`config.mk`:
```
export PLATFORM = sky130hd
export DESIGN_NAME = multi_cycle_core
export DESIGN_NICKNAME = d
export VERILOG_FILES = /design/src/rtl/multi_cycle_core.sv
export SDC_FILE = /design/constraint.sdc
export NUM_CORES = 1
export LEC_CHECK = 0
export CAP_MARGIN = 40
export CORE_MARGIN = 4
export CORE_UTILIZATION = 64
export CTS_BUF_LIST = sky130_fd_sc_hd__clkbuf_4 sky130_fd_sc_hd__clkbuf_8
export CTS_CLUSTER_SIZE = 40
export DETAILED_ROUTE_END_ITERATION = 8
export PLACE_DENSITY = 0.88
export SETUP_SLACK_MARGIN = 0.5
export SYNTH_ARGS = -nofsm -noshare
export SYNTH_HDL_FRONTEND = slang
export SYNTH_SLANG_ARGS = --single-unit
export TNS_END_PERCENT = 10
```
`constraint.sdc`:
```
create_clock -name clk -period 9.3 [get_ports clk]
set_input_delay 0.93 -clock clk [delete_from_list [all_inputs] [get_ports clk]]
set_output_delay 0.93 -clock clk [all_outputs]
set_load 0.02 [all_outputs]
```
`src/rtl/multi_cycle_core.sv`:
```
// multi_cycle_core: multi-cycle 9-bit ISA core with an 8-entry register file.
// Ports: clk, reset (async active-low), instr_addr/instr_data (combinational ROM),
//   dmem_req/we/addr/wdata/rdata/ack (req/ack data memory), done, instr_count.
module multi_cycle_core #(
   parameter int DW   = 8,
   parameter int PCW  = 10,
   parameter int CNTW = 16
) (
   input  logic            clk,
   input  logic            reset,
   output logic [PCW-1:0]  instr_addr,
   input  logic [8:0]      instr_data,
   output logic            dmem_req,
   output logic            dmem_we,
   output logic [DW-1:0]   dmem_addr,
   output logic [DW-1:0]   dmem_wdata,
   input  logic [DW-1:0]   dmem_rdata,
   input  logic            dmem_ack,
   output logic            done,
   output logic [CNTW-1:0] instr_count
);

   typedef enum logic [1:0] {
      FETCH,
      EXEC,
      MEM,
      HALT
   } state_t;

   state_t         state;
   logic [PCW-1:0] pc;
   logic [8:0]     ir;
   logic [DW-1:0]  regs [8];

   logic [2:0]      op;
   logic [2:0]      rd;
   logic [2:0]      rs;
   logic [5:0]      imm;
   logic [DW-1:0]   a;
   logic [DW-1:0]   b;
   logic [DW-1:0]   alu_y;
   logic [PCW-1:0]  target;
   logic [CNTW-1:0] cnt_inc;
   logic            is_alu;
   logic            is_mem;
   logic            is_halt;
   logic            is_br;
   logic            taken;

   assign op  = ir[8:6];
   assign rd  = ir[5:3];
   assign rs  = ir[2:0];
   assign imm = ir[5:0];
   assign a   = regs[rd];
   assign b   = regs[rs];

   assign instr_addr = pc;

   assign is_alu  = ~op[2];
   assign is_mem  = (op[2:1] == 2'b10);
   assign is_halt = (op == 3'b111) && (imm == 6'h3F);
   assign is_br   = (op[2:1] == 2'b11) && !is_halt;

   // JMP always taken; BZ only when R0 is zero
   assign taken = op[0] || (regs[0] == '0);

   assign cnt_inc = (instr_count == '1) ? instr_count
                                        : instr_count + 1'b1;

   // imm zero-extends; bits beyond PCW are dropped on narrow builds
   always_comb begin
      target = '0;
      for (int i = 0; i < PCW && i < 6; i++)
         target[i] = imm[i];
   end

   always_comb begin
      alu_y = '0;
      unique case (op[1:0])
         2'b00: alu_y = a + b;
         2'b01: alu_y = a - b;
         2'b10: alu_y = a & b;
         2'b11: alu_y = a ^ b;
      endcase
   end

   always_ff @(posedge clk or negedge reset) begin
      if (!reset) begin
         state       <= FETCH;
         pc          <= '0;
         ir          <= '0;
         for (int i = 0; i < 8; i++)
            regs[i] <= '0;
         done        <= 1'b0;
         dmem_req    <= 1'b0;
         dmem_we     <= 1'b0;
         dmem_addr   <= '0;
         dmem_wdata  <= '0;
         instr_count <= '0;
      end else begin
         unique case (state)
            FETCH: begin
               ir    <= instr_data;
               pc    <= pc + 1'b1;
               state <= EXEC;
            end
            EXEC: begin
               unique case (1'b1)
                  is_alu: begin
                     regs[rd]    <= alu_y;
                     instr_count <= cnt_inc;
                     state       <= FETCH;
                  end
                  is_mem: begin
                     dmem_req   <= 1'b1;
                     dmem_we    <= op[0];
                     dmem_addr  <= b;
                     dmem_wdata <= a;
                     state      <= MEM;
                  end
                  is_halt: begin
                     instr_count <= cnt_inc;
                     done        <= 1'b1;
                     state       <= HALT;
                  end
                  is_br: begin
                     if (taken)
                        pc <= target;
                     instr_count <= cnt_inc;
                     state       <= FETCH;
                  end
                  default: state <= FETCH;
               endcase
            end
            MEM: begin
               if (dmem_ack) begin
                  if (!dmem_we)
                     regs[rd] <= dmem_rdata;
                  dmem_req    <= 1'b0;
                  instr_count <= cnt_inc;
                  state       <= FETCH;
               end
            end
            HALT: begin
               state <= HALT;
            end
         endcase
      end
   end

endmodule

```
# Yosys cells after proc, flatten, opt, wreduce, memory -nomap -nowiden
# Index checks and enable logic that the tools add are counted.
op_classes:
  addsub: 4
  n_mul: 0
  n_div: 0
  n_lt_le_gt_ge: 3
  n_eq_ne: 18
  shifts: 0
  muxes: 28
  n_bitwise: 5
  n_reduce_logical: 17
op_table:
  columns: ["operator", "n"]
  rows:
  - ["2-to-1 mux 64 bit", 3]
  - ["bitwise mux 64 bit", 2]
  - ["one-hot mux 64 bit (2 select lines)", 1]
  - ["binary-select mux 8 bit (select 3 bit)", 2]
  - ["2-to-1 mux 16 bit", 3]
  - ["2-to-1 mux 8 bit", 5]
  - ["one-hot mux 16 bit (2 select lines)", 1]
  - ["one-hot mux 8 bit (4 select lines)", 1]
  - ["demux 8 bit (select 3 bit)", 1]
  - ["2-to-1 mux 10 bit", 2]
  - ["one-hot mux 10 bit (2 select lines)", 1]
  - ["adder 16 x 1 -> 16 bit, second input constant", 1]
  - ["== test 16 bit, second input constant", 1]
  - ["!= test 2 bit, second input constant", 7]
  - ["== test 2 bit, second input constant", 6]
  - ["adder 10 x 1 -> 10 bit, second input constant", 1]
  - ["AND reduction 3 bit", 3]
  - ["adder 8 bit", 1]
  - ["bitwise AND 8 bit", 1]
  - [">= comparator 4 bit, second input constant", 2]
  - ["zero test 8 bit", 1]
  - ["inverter 3 -> 4 bit", 2]
  - ["one-hot mux 2 bit (4 select lines)", 1]
  - ["subtractor 8 bit", 1]
  - ["other kinds (18)", 25]
totals:
  register_bits: 120
  latchBits: 0
  mem_bits_rw: 0
  mem_bits_ro: 0
  inputBits: 20
  out_inout_bits: 45
  word_cells: 92
  n_memories: 0

# Longest topological paths before layout
logic_depth:
  ltp_word: 9
  depth_mapped: 16
  depth_no_buf: 15

# Worst setup path before layout
# Ideal clock, no wire load.
synth_path:
  path_kind: "reg2reg"
  from: "register ir[5]"
  to: "register regs[14] (netlist bit)"
  setup_ns: 0.154
  arrival_ns: 3.576
  required_time_ns: 9.146
  path_slack_ns: 5.569
  stages_incl_launch_ff: 16
  path_buffers: 2
  period_less_slack_ns: 3.731
  path_cell_list: "dfrtp_1 -> buf_2 -> buf_1 -> mux2i_1 -> nor2_1 -> a31oi_1 -> nor2_1 -> a221oi_1 -> fa_1 -> nor2b_1 -> o21ai_1 -> a21oi_1 -> o21a_1 -> or3_1 -> a311oi_1 -> o31ai_1"
synth_between:
  elab_chain_len: 9
  word_cells_on_any_way: 20
  cone_classes: "add/sub (2); order compare (2); mux (12); bitwise (3); reduce/logical (1)"
synth_rtl:
  columns: ["element", "line", "source"]
  rows:
  - ["from (decl)", "32", "logic [8:0] ir;"]
  - ["from (signal assigned)", "103", "ir <= instr_data;"]
  - ["inverter 3 -> 4 bit (not written as such) *", "54, 110, 138", null]
  - ["binary-select mux 8 bit (select 3 bit) (tied with other cells)", "54", "assign a = regs[rd];"]
  - ["2-to-1 mux 8 bit (not written as such) / logical AND 1 bit (equally long branches)", "54, 110, 138", null]
  - ["2-to-1 mux 8 bit, on equally long branches", "54, 110, 138", null]
  - ["subtractor 8 bit (tied with other cells)", "81", "2'b01: alu_y = a - b;"]
  - ["one-hot mux 8 bit (4 select lines) / bitwise mux 64 bit (equally long branches)", "79, 138", null]
  - ["bitwise mux 64 bit / 2-to-1 mux 64 bit (equally long branches)", "110, 137", null]
  - ["2-to-1 mux 64 bit, on equally long branches", "108, 136", null]
  - ["one-hot mux 64 bit (2 select lines) *", "101", "unique case (state)"]
  - ["to (signal, indexed assignment)", "110", "regs[rd] <= alu_y;"]
  - ["to (signal, indexed assignment)", "138", "regs[rd] <= dmem_rdata;"]
  - ["to (decl)", "33", "logic [DW-1:0] regs [8];"]
# Mark *: on every way between the ends. The rest lies on a longest branch, timed or not. The select of a mux whose other input is x is not followed.
# A chain may end at the register's enable or synchronous reset.

# Worst setup path in the final report
layout_path:
  from: "register ir[3]"
  to: "register regs[23] (netlist bit)"
layout_between:
  elab_chain_len: 9
  word_cells_on_any_way: 20
  cone_classes: "add/sub (2); order compare (2); mux (12); bitwise (3); reduce/logical (1)"
layout_rtl:
  columns: ["element", "line", "source"]
  rows:
  - ["inverter 3 -> 4 bit (not written as such) *", "54", null]
  - ["binary-select mux 8 bit (select 3 bit) *", "54", null]
  - ["2-to-1 mux 8 bit (not written as such) * (2 in a row)", "54", null]
  - ["via a[1]", "39", "logic [DW-1:0] a;"]
  - ["subtractor 8 bit / adder 8 bit (equally long branches)", "81, 80", null]
  - ["one-hot mux 8 bit (4 select lines) *", "79", "unique case (op[1:0])"]
  - ["bitwise mux 64 bit *", "110", null]
  - ["2-to-1 mux 64 bit *", "108", "unique case (1'b1)"]
  - ["one-hot mux 64 bit (2 select lines) *", "101", null]
# Mark *: on every way through the listed nets, which the timed path passes. The rest lies on a longest branch. The select of a mux whose other input is x is not followed.

==> flow_summary.yaml <==
sta:
  finalCritPeriodShare_pct: 54.71
  fin_hold_ws_ns: 0.4698
  clock.fmax_mhz: 196.5
  rsz0062_at_grt: "no"
  timing.setup.tns_ns: 0
  hold_viol: 0
  fin_crit_ns: 5.088
  setup_ws_ns: 4.212
  final-setup-viol-count: 0
  worstMarginPinSlew_ns: 0.9733
  clock_skew_ns: 0.01178
  slew_headroom_pct: 34.43
  slew_viol_final: 0
placement:
  dp_hpwl_um: 12570
  dp.cells: 845
  dp_slack_ns: 4.743
  numPortBuffers: 64
  gp_congestion: 1.004
global_routing:
  grt_use_total_pct: 31.55
  gr-total-overflow: 0
  grt_max_degree: 62
  antenna_found_initial: 0
  grt_pass1_wl_um: 30970
  grt_pass1_vias: 5908
floorplan:
  ios: 65
  rows: 37
  die_x_um: 111.5
  die_area_um2: 12430
  start_util_pct: 66.11
  dieHeight_um: 111.5
  core_um2: 10370
setup_path:
  cp_max_fo: 23
  rr_endpoint: "regs[23]$_DFFE_PN0P_"
  critPathCaptureType: "flip-flop"
  arrival_ns: 5.44
  startpoint_type: "flip-flop"
  r2r_setup_slack_ns: 4.21
  timing.rr.start: "ir[3]$_DFFE_PN0P_"
  required_ns: 9.65
  crit_type: "reg2reg"
  r2r_cells: 12
clocking:
  post_cts_buffers: 0
  hold_buffers: 0
  clkTransAtPathRegs_ns: 0.07
  cts_buffers: 17
  root_buffer: "clkbuf_8"
  cts_max_level: 4
  ctsResizeCount: 0
  clock_sinks: 120
  clk_latency_ns: 0.46
  tritoncts: "built"
  cts_buffer_depth: 2
final_layout:
  area_delta_synth_final_pct: 16.94
  diodes: 0
  finalNonFillerCells: 877
  final_layout_size_suffix_gt1_share_pct: 10.93
  layout.nets: 767
route:
  drtIter0Drc: 775
  wl_per_cell_um: 21.57
  vias: 5885
  drc_errors: 1
  via_per_inst: 6.710
  dr.pass1.iters: 9
  finalWirelength_um: 18920
  ant_nets: 0
synthesis:
  synth-async-reset-ratio_pct: 100.0
  syn-num-nets: 713
  ys_seq_elements: 120
  synthFlopType: "dfrtp_1"
  yosys.area.top_type: "dfrtp_1"
  yosysSeqAreaShare_pct: 43.80
  synth_cell_types: 73
  synthDominantCellAreaShare_pct: 43.80
  yosys_warnings: 0
  syn_avg_cell_area_um2: 10.17
  synthesis.area_um2: 6855
  synth_cells: 674
  synth_edf_count: 0
  synthTopCellsByArea: "dfrtp_1 (44%), nand2_1 (5.1%), mux4_1 (5.0%), o21ai_0 (4.4%), mux2i_1 (3.8%)"
worst_hold_path:
  hold_end: "done$_DFFE_PN0P_"
  hold_path.startpoint: "done$_DFFE_PN0P_"
  holdPathStages: 1
  hp-class: "reg2reg"
flow_run:
  max_cap_violations: 0
run_status:
  status: "finished with violations"
  violations: "design-rule violations"
==> cells in the mapped netlist, drive strengths merged (5+ instances only) <==
master and count:
dfrtp 120, nand2 96, o21ai 77, nor2 55
mux2i 32, a21oi 30, clkbuf 28, inv 20
mux4 20, ha 18, nand3 18, o31ai 17
xnor2 13, mux2 12, xor2 10, and2 9
buf 9, nand2b 9, nor2b 9, nand4 6
o211ai 6, nor3 5
==> flip-flops by register name, summed over array words and instances, names as in the netlist <==
| register | cells |
|---|---|
| regs | 64 |
| instr_count | 16 |
| instr_addr | 10 |
| ir | 9 |
| dmem_addr | 8 |
| dmem_wdata | 8 |
| state | 2 |
| dmem_req | 1 |
| dmem_we | 1 |
| done | 1 |
==> layer usage <==
metal	routed length (um)	vias to the layer above	track usage, %
met5	0	-	0
met4	865	0	13.63
met3	1943	99	9.022
met2	8975	373	50.90
met1	7132	2866	40.05
li1	-	2547	-
==> cell usage in the layout, fill, tap and decap left out, drive strengths merged, types with 4 or more instances in the layout <==
cell type      netlist  layout
clkdlybuf4s50        0      63
o31ai               17      17
mux4                20      20
nor3                 5       5
xnor2               13      13
o21ai               77      77
mux2i               32      32
ha                  18      18
nand4                6       6
clkbuf              28      24
bufinv               0       4
mux2                12      12
nand2               96      96
inv                 20      20
o211ai               6       6
buf                  9       9
and2                 9       9
a21oi               30      30
xor2                10      10
nor2                55      55
nand2b               9       9
nor2b                9       9
dfrtp              120     120
clkinv               2       6
nand3               18      18
==> cells by family after synthesis <==
| group | share of synthesized area [%] |
|---|---|
| muxes | 14.89 |
| buffers and inverters | 4.234 |
| adders and majority gates | 3.577 |
| AOI/OAI and AO/OA | 15.26 |
| and+or+nand+nor | 15.29 |
| DFF | 43.80 |
| xor gates and xnor gates | 2.938 |
==> worst max-delay path, stage by stage (launching register included) <==
cell	delay [ns]
dfrtp_1	0.73
inv_1	0.50
o21ai_0	0.18
a221oi_1	0.77
inv_1	0.24
ha_1	0.36
nor2b_1	0.13
o21ai_1	0.24
a21oi_1	0.16
o41ai_1	0.81
or4_4	0.30
nand4_4	0.21
o31ai_1	0.33
==> how the worst max path moves through the flow <==
stage	slack (ns)	endpoint	startpoint	cells past startpoint
after floorplan	5.57	regs[14]$_DFFE_PN0P_	ir[5]$_DFFE_PN0P_	15
after global placement	4.74	regs[54]$_DFFE_PN0P_	ir[1]$_DFFE_PN0P_	13
after detailed placement	4.74	regs[23]$_DFFE_PN0P_	ir[3]$_DFFE_PN0P_	12
after CTS	4.58	regs[23]$_DFFE_PN0P_	ir[3]$_DFFE_PN0P_	12
after global routing	4.18	regs[39]$_DFFE_PN0P_	ir[3]$_DFFE_PN0P_	13
final	4.21	regs[23]$_DFFE_PN0P_	ir[3]$_DFFE_PN0P_	12
==> stage by stage <==
stage / utilization, % / cell area, um^2
after floorplan: - / 6855
after global placement: 72.04 / 7471
after detailed placement: 72.89 / 7559
after CTS: 77.30 / 8016
after global routing: 77.30 / 8016
final: 77.30 / 8016
==> layout make-up <==
cell class / count / area [um^2]
Fill cell: 633 / 2354
Multi-Input combinational cell: 495 / 3562
Clock inverter: 8 / 140.1
Tap cell: 136 / 170.2
Timing Repair Buffer: 72 / 740.7
Inverter: 22 / 82.58
Clock buffer: 24 / 317.8
Sequential cell: 120 / 3003
Power is not shown: default switching activity piles up to over one toggle a cycle in this logic, so the estimate is an artifact.
